`src/rtl/pipelined_barrel_shifter.sv`:
```
// Pipelined logical/arithmetic/rotate barrel shifter with valid/ready flow control.
// Stage k applies the 2^k step, so the output is taken straight from the last stage register.
module pipelined_barrel_shifter #(
  parameter  int unsigned WIDTH = 8,
  localparam int          AMT_W = $clog2(WIDTH)
) (
  input  logic             clk,
  input  logic             rst_n,
  input  logic             inValid,
  output logic             inReady,
  input  logic [WIDTH-1:0] num,
  input  logic [AMT_W-1:0] amt,
  input  logic             lr,
  input  logic [1:0]       mode,
  output logic             outValid,
  input  logic             outReady,
  output logic [WIDTH-1:0] shiftedNum,
  output logic             outZero
);

  localparam int Last = AMT_W - 1;

  function automatic logic [WIDTH-1:0] shift_step(
    input logic [WIDTH-1:0] d,
    input int unsigned      sh,
    input logic             right,
    input logic [1:0]       op,
    input logic             sign
  );
    logic [WIDTH-1:0] fill;
    fill = ~({WIDTH{1'b1}} >> sh);  // ones in the top sh positions vacated by a right shift
    case (op)
      2'b00:   shift_step = right ? (d >> sh) : (d << sh);
      2'b01:   shift_step = right ? ((d >> sh) | (sign ? fill : '0)) : (d << sh);
      2'b10:   shift_step = right ? ((d >> sh) | (d << (WIDTH - sh)))
                                  : ((d << sh) | (d >> (WIDTH - sh)));
      default: shift_step = '0;
    endcase
  endfunction

  logic [AMT_W-1:0] stage_valid;
  logic [AMT_W-1:0] stage_rdy;
  logic             en_q;

  // A stage may load when it is empty or everything downstream of it can move.
  always_comb begin
    logic room;
    room = outReady;
    for (int k = AMT_W - 1; k >= 0; k--) begin
      room         = room | ~stage_valid[k];
      stage_rdy[k] = room;
    end
  end

  always_ff @(posedge clk or negedge rst_n) begin
    if (!rst_n) begin
      en_q <= 1'b0;
    end else begin
      en_q <= 1'b1;
    end
  end

  assign inReady = en_q & stage_rdy[0];

  for (genvar k = 0; k < AMT_W; k++) begin : g_stage
    logic                 src_valid;
    logic [WIDTH-1:0]     src_data;
    logic                 src_lr;
    logic [1:0]           src_mode;
    logic                 src_sign;
    logic [AMT_W-1-k:0]   src_amt;
    logic [WIDTH-1:0]     step_data;
    logic                 valid_q;
    logic [WIDTH-1:0]     data_q;

    if (k == 0) begin : g_src
      assign src_valid = inValid & inReady;
      assign src_data  = num;
      assign src_lr    = lr;
      assign src_mode  = mode;
      assign src_sign  = num[WIDTH-1];
      assign src_amt   = amt;
    end else begin : g_src
      assign src_valid = g_stage[k-1].valid_q;
      assign src_data  = g_stage[k-1].data_q;
      assign src_lr    = g_stage[k-1].g_carry.lr_q;
      assign src_mode  = g_stage[k-1].g_carry.mode_q;
      assign src_sign  = g_stage[k-1].g_carry.sign_q;
      assign src_amt   = g_stage[k-1].g_carry.amt_q;
    end

    always_comb begin
      step_data = src_data;
      if (src_mode == 2'b11) begin
        step_data = '0;
      end else if (src_amt[0]) begin
        step_data = shift_step(src_data, 1 << k, src_lr, src_mode, src_sign);
      end
    end

    always_ff @(posedge clk or negedge rst_n) begin
      if (!rst_n) begin
        valid_q <= 1'b0;
        data_q  <= '0;
      end else if (stage_rdy[k]) begin
        valid_q <= src_valid;
        if (src_valid) begin
          data_q <= step_data;
        end
      end
    end

    assign stage_valid[k] = valid_q;

    // Control fields travel with the data only as far as a later stage still needs them.
    if (k < Last) begin : g_carry
      logic [AMT_W-2-k:0] amt_q;
      logic               lr_q;
      logic [1:0]         mode_q;
      logic               sign_q;

      always_ff @(posedge clk or negedge rst_n) begin
        if (!rst_n) begin
          amt_q  <= '0;
          lr_q   <= 1'b0;
          mode_q <= 2'b00;
          sign_q <= 1'b0;
        end else if (stage_rdy[k] && src_valid) begin
          amt_q  <= src_amt[AMT_W-1-k:1];
          lr_q   <= src_lr;
          mode_q <= src_mode;
          sign_q <= src_sign;
        end
      end
    end
  end

  assign outValid   = g_stage[Last].valid_q;
  assign shiftedNum = g_stage[Last].data_q;
  assign outZero    = outValid & ~|shiftedNum;

endmodule

```
`config.mk`:
```
export PLATFORM = sky130hd
export DESIGN_NAME = pipelined_barrel_shifter
export DESIGN_NICKNAME = d
export VERILOG_FILES = /design/src/rtl/pipelined_barrel_shifter.sv
export SDC_FILE = /design/constraint.sdc
export NUM_CORES = 1
export LEC_CHECK = 0
export ABC_AREA = 1
export BUFFER_PORTS_ARGS = -buffer_cell sky130_fd_sc_hd__buf_2
export CAP_MARGIN = 5
export CORE_MARGIN = 2
export CORE_UTILIZATION = 55
export CTS_CLUSTER_DIAMETER = 100
export DETAILED_ROUTE_END_ITERATION = 8
export PLACE_DENSITY = 0.77
export SLEW_MARGIN = 40
export SYNTH_ARGS = -nofsm -noshare
export SYNTH_HDL_FRONTEND = slang
export SYNTH_SLANG_ARGS = --single-unit
```
`constraint.sdc`:
```
create_clock -name clk -period 1.7 [get_ports clk]
set_clock_uncertainty 0.1 [all_clocks]
set_input_delay 0.085 -clock clk [delete_from_list [all_inputs] [get_ports clk]]
set_output_delay 0.085 -clock clk [all_outputs]
set_load 0.02 [all_outputs]
```
## Yosys cells after proc, flatten, opt, wreduce, memory -nomap -nowiden

Index checks and enable logic that the tools add are counted.

- Flip-flop bits (word level): 39

- Reductions and logical operators: 10
- Bitwise logic cells: 17
- Multiplexer cells: 20
- Equality and inequality tests: 9

Operators with widths:

| operator | number |
|---|---|
| $mux 8 | 17 |
| $pmux 8 s3 | 3 |
| $or 6x8->8 | 2 |
| $or 7x8->8 | 2 |
| $eq 2x2->1 const B | 6 |
| $or 4x8->8 | 1 |
| $or 8x1->8 | 1 |
| $or 8x2->8 | 1 |
| $or 8x4->8 | 1 |
| $reduce_or 8->1 | 1 |
| $eq 2x1->1 const B | 3 |
| $logic_not 2->1 | 3 |
| $reduce_and 2->1 | 3 |
| $and 1x1->1 | 3 |
| $not 1->1 | 3 |
| $or 1x1->1 | 3 |
| $logic_and 1x1->1 | 2 |
| $logic_not 1->1 | 1 |

## Logic depth before layout (Yosys ltp)

- Depth in word-level cells: 7
- Depth in mapped cells: 7
- Gate-level depth less buffers: 7

## Worst setup path after synthesis

No wires, ideal clock.

- Path type: reg-to-output
- From: register g_stage[2].data_q[1], in the netlist shiftedNum[1]
- To: output port outZero
- Required time: 1,515 ps
- Slack: 430 ps
- Data arrival time: 1,085 ps
- Path buffers: 0
- Stages on the path, launching flop included: 4
- Path through: dfrtp_1 > nor4_1 > nand2_1 > nor2_1

- Longest elaborated chain between the ends: 3

RTL lines:

| what | line | RTL |
|---|---|---|
| start, declared | 74 | `logic [WIDTH-1:0] data_q;` |
| start signal, assigned | 108 | `data_q <= step_data;` |
| $reduce_or 8->1 | 140 | `assign outZero = outValid & ~\|shiftedNum;` |
| $logic_not 1->1 | 140 |  |
| $and 1x1->1 | 140 |  |
| end, declared | 18 | `output logic outZero` |

Every way passes these cells.

## Final worst setup path

Same ends and word-level chain as after synthesis.

==> results by group <==
Clock tree
  • Clock buffer depth: 2
  • Root Driver: clkbuf_8
  • CTS buffer count: 5
  • # Post-CTS Setup Buffers: 0
  • TritonCTS clock tree: yes
  • Post-CTS Resized: 0
  • Skew-Pair Late Insertion Delay: just under 300 ps
  • CTS Sinks: 39
  • CTS H-tree depth: 2
  • Clock transition at path regs: around 70 ps

Global route
  • Total GRT Usage: 0.235
  • Largest net degree at the start of global routing: 40
  • Vias in the first global route: 1,666
  • Grt total ovfl: 0
  • Antenna violations before repair: 0
  • First-pass GRT wire length: roughly 7.5 mm

Drt
  • Antenna-violating nets left: 0
  • Via density: roughly 5.2
  • Routed length per instance: ~12 µm
  • DRT iter0 DRCs: between 100 and 150
  • Via Count: 1,868
  • DRC: 0
  • Routed wire length: approximately 4.3 mm
  • DRT Pass-1 Iters: 4

Critical path
  • Startpoint Class: register
  • Critical path buffers and inverters: 1
  • CP required: about 1500 ps
  • Crit path max fanout: 3
  • Critical path type: register to primary output
  • Worst path cell trace: nor4_1 > nand2_1 > nor2_1 > buf_2
  • Delay-heaviest family, CP: simple AND/OR/NAND/NOR gates
  • Crit-path max cell delay: slightly below 400 ps
  • CP max stage cell: dfrtp_1
  • WP data arrival: 1390 ps
  • CP Capture Type: primary output

Floorplanning
  • Die area: 4250 µm²
  • Initial Utilization: 0.566
  • # rows: 22
  • # IOs: 29
  • Die Ht: 65.2 µm
  • Core area: ~3600 µm²
  • Die Width: around 65 µm

Flow run
  • Max cap viols: 0

Synthesis
  • Syn_nets: approximately 300
  • Yosys warns: 0
  • Yosys cell types: 22
  • Cells taking the most area after synthesis: dfrtp_1, nand2_1, o21ai_0
  • Top cell type's share of synthesized area: 0.474
  • Synth Instances: 280
  • Yosys top cell by area: dfrtp_1
  • Synth Cell Area: a little over 2000 µm²
  • Sequential area share after synthesis: 0.474
  • Avg Inst Size Synth: between 7 and 8 µm²
  • Seq cells post-synth: 39

Timing
  • Final hold vios: 0
  • PnR worst setup slack: between 100 and 150 ps
  • # setup viols final: 0
  • Fmax: ~630 MHz
  • Final Slew Violations: 0
  • Min Tclk post-route: 1580 ps
  • RSZ-0062 raised after global routing: no
  • Setup TNS: 0 ps
  • Final period utilization: 0.927

Finish
  • Cell Count, Final, Fillers Out: 362
  • Share of cells above drive strength 1: 0.131
  • Fill cell count: 336
  • Area Overhead vs Synth: 13.7%
  • Commonest non-fill, non-tap cell in the layout: nand2_1
  • Final nets: between 300 and 400
  • # diodes: 0
  • Most frequent cells in the layout: nand2_1, dfrtp_1, o21ai_0

Pwr
  • PwrDens: between 1000 and 1500 nW/µm²
  • VDD IR max: 634 µV
  • Leakage: roughly 0.0012 µW

Outcome
  • Run status: finished clean

Place
  • Dpl ws: ~260 ps
  • Final GP Congestion: 0.802
  • HPWL after detailed placement: roughly 3.2 mm
  • # placed instances: between 300 and 400
  • PortBufs: 28

Worst hold path
  • Hold WC Path Type: primary input to register
[sequential cells by signal (all words and copies together) (netlist names)]
name / flops
en_q: 1
shiftedNum: 8
outValid: 1
g_stage.g_carry.sign_q: 2
g_stage.data_q: 16
g_stage.g_carry.amt_q: 3
g_stage.valid_q: 2
g_stage.g_carry.mode_q: 4
g_stage.g_carry.lr_q: 2
[synthesized netlist by cell type, drive strengths merged]
library cell and number:
a21boi 2, a21oi 4, and2 1, buf 7
clkbuf 1, conb 1, dfrtp 39, inv 23
nand2 102, nand3 25, nand4 2, nor2 26
nor4 2, o211ai 6, o21ai 39
[power by group]
part | total, µW | leakage [µW] | switching (µW) | internal, µW
Combinational | 753 | 0.000676 | 474 | 279
Clock | 580 | 0.0000422 | 293 | 287
Sequential | 1350 | 0.000493 | 212 | 1140
[cell type report]
| type | instances | area (µm²) | share of cell area |
|---|---|---|---|
| repair buffers | 34 | 198 | 0.0844 |
| multi-input cells | 210 | 940 | 0.401 |
| well taps | 48 | 60.1 | 0.0257 |
| clock inverters | 1 | 5.00 | 0.00214 |
| flip-flops and latches | 39 | 976 | 0.417 |
| clock buffers | 7 | 76.3 | 0.0326 |
| inverters | 23 | 86.3 | 0.0369 |
[layer usage]
layer	GRT usage	routed length [µm]	share of wire	vias to the layer above
met5	0	0	0	-
li1	-	-	-	969
met3	0.0599	160	0.037	6
met4	0.0964	73	0.017	0
met2	0.415	2190	0.50	41
met1	0.271	1910	0.44	852
[worst min-delay path: cells and delay by family]
family          cells  cell delay [ps]
buf+inv             2              180
compound gates      1               80
[timing repair]
| item | in CTS | in global routing |
|---|---|---|
| endpoints found under the hold margin | 43 | 0 |
| setup endpoints to repair | 0 | 0 |
| hold buffers | 5 | 0 |
[path summary, 6_finish.rpt]
| kind | startpoint | end | slack, ps | cells after the start |
|---|---|---|---|---|
| min in group asynchronous | rst_n | g_stage[1].g_carry.mode_q[1]$_DFFE_PN0P_ | 270 | 3 |
| worst min register to register | g_stage[1].data_q[2]$_DFFE_PN0P_ | g_stage[1].data_q[2]$_DFFE_PN0P_ | 390 | 2 |
| max in group asynchronous | rst_n | g_stage[0].g_carry.mode_q[1]$_DFFE_PN0P_ | 900 | 3 |
| worst min-delay path | mode[1] | g_stage[0].g_carry.mode_q[1]$_DFFE_PN0P_ | 8 | 3 |
| worst max register to register | g_stage[1].valid_q$_DFFE_PN0P_ | g_stage[0].data_q[0]$_DFFE_PN0P_ | 250 | 5 |
| worst max-delay path | shiftedNum[1]$_DFFE_PN0P_ | outZero | 120 | 4 |
[per-stage QoR]
step	hold slack, ps	instance area (µm²)	util	total power, µW
6_report	8.00	2340	0.644	2680
5_1_grt	17.7	2340	0.644	2890
3_3_place_gp	55.1	2210	0.608	2080
2_1_floorplan	-311	2060	-	1850
3_5_place_dp	56.8	2210	0.608	2110
4_1_cts	2.06	2340	0.644	2700
[logic make-up after synthesis]
group | after synthesis | share of synthesized area
simple gates | 158 | 0.321
compound gates | 51 | 0.134
flops | 39 | 0.474
buf+inv | 31 | 0.0693
other cells | 1 | 0.00182
No activity file was read; power rests on OpenSTA's default activity.
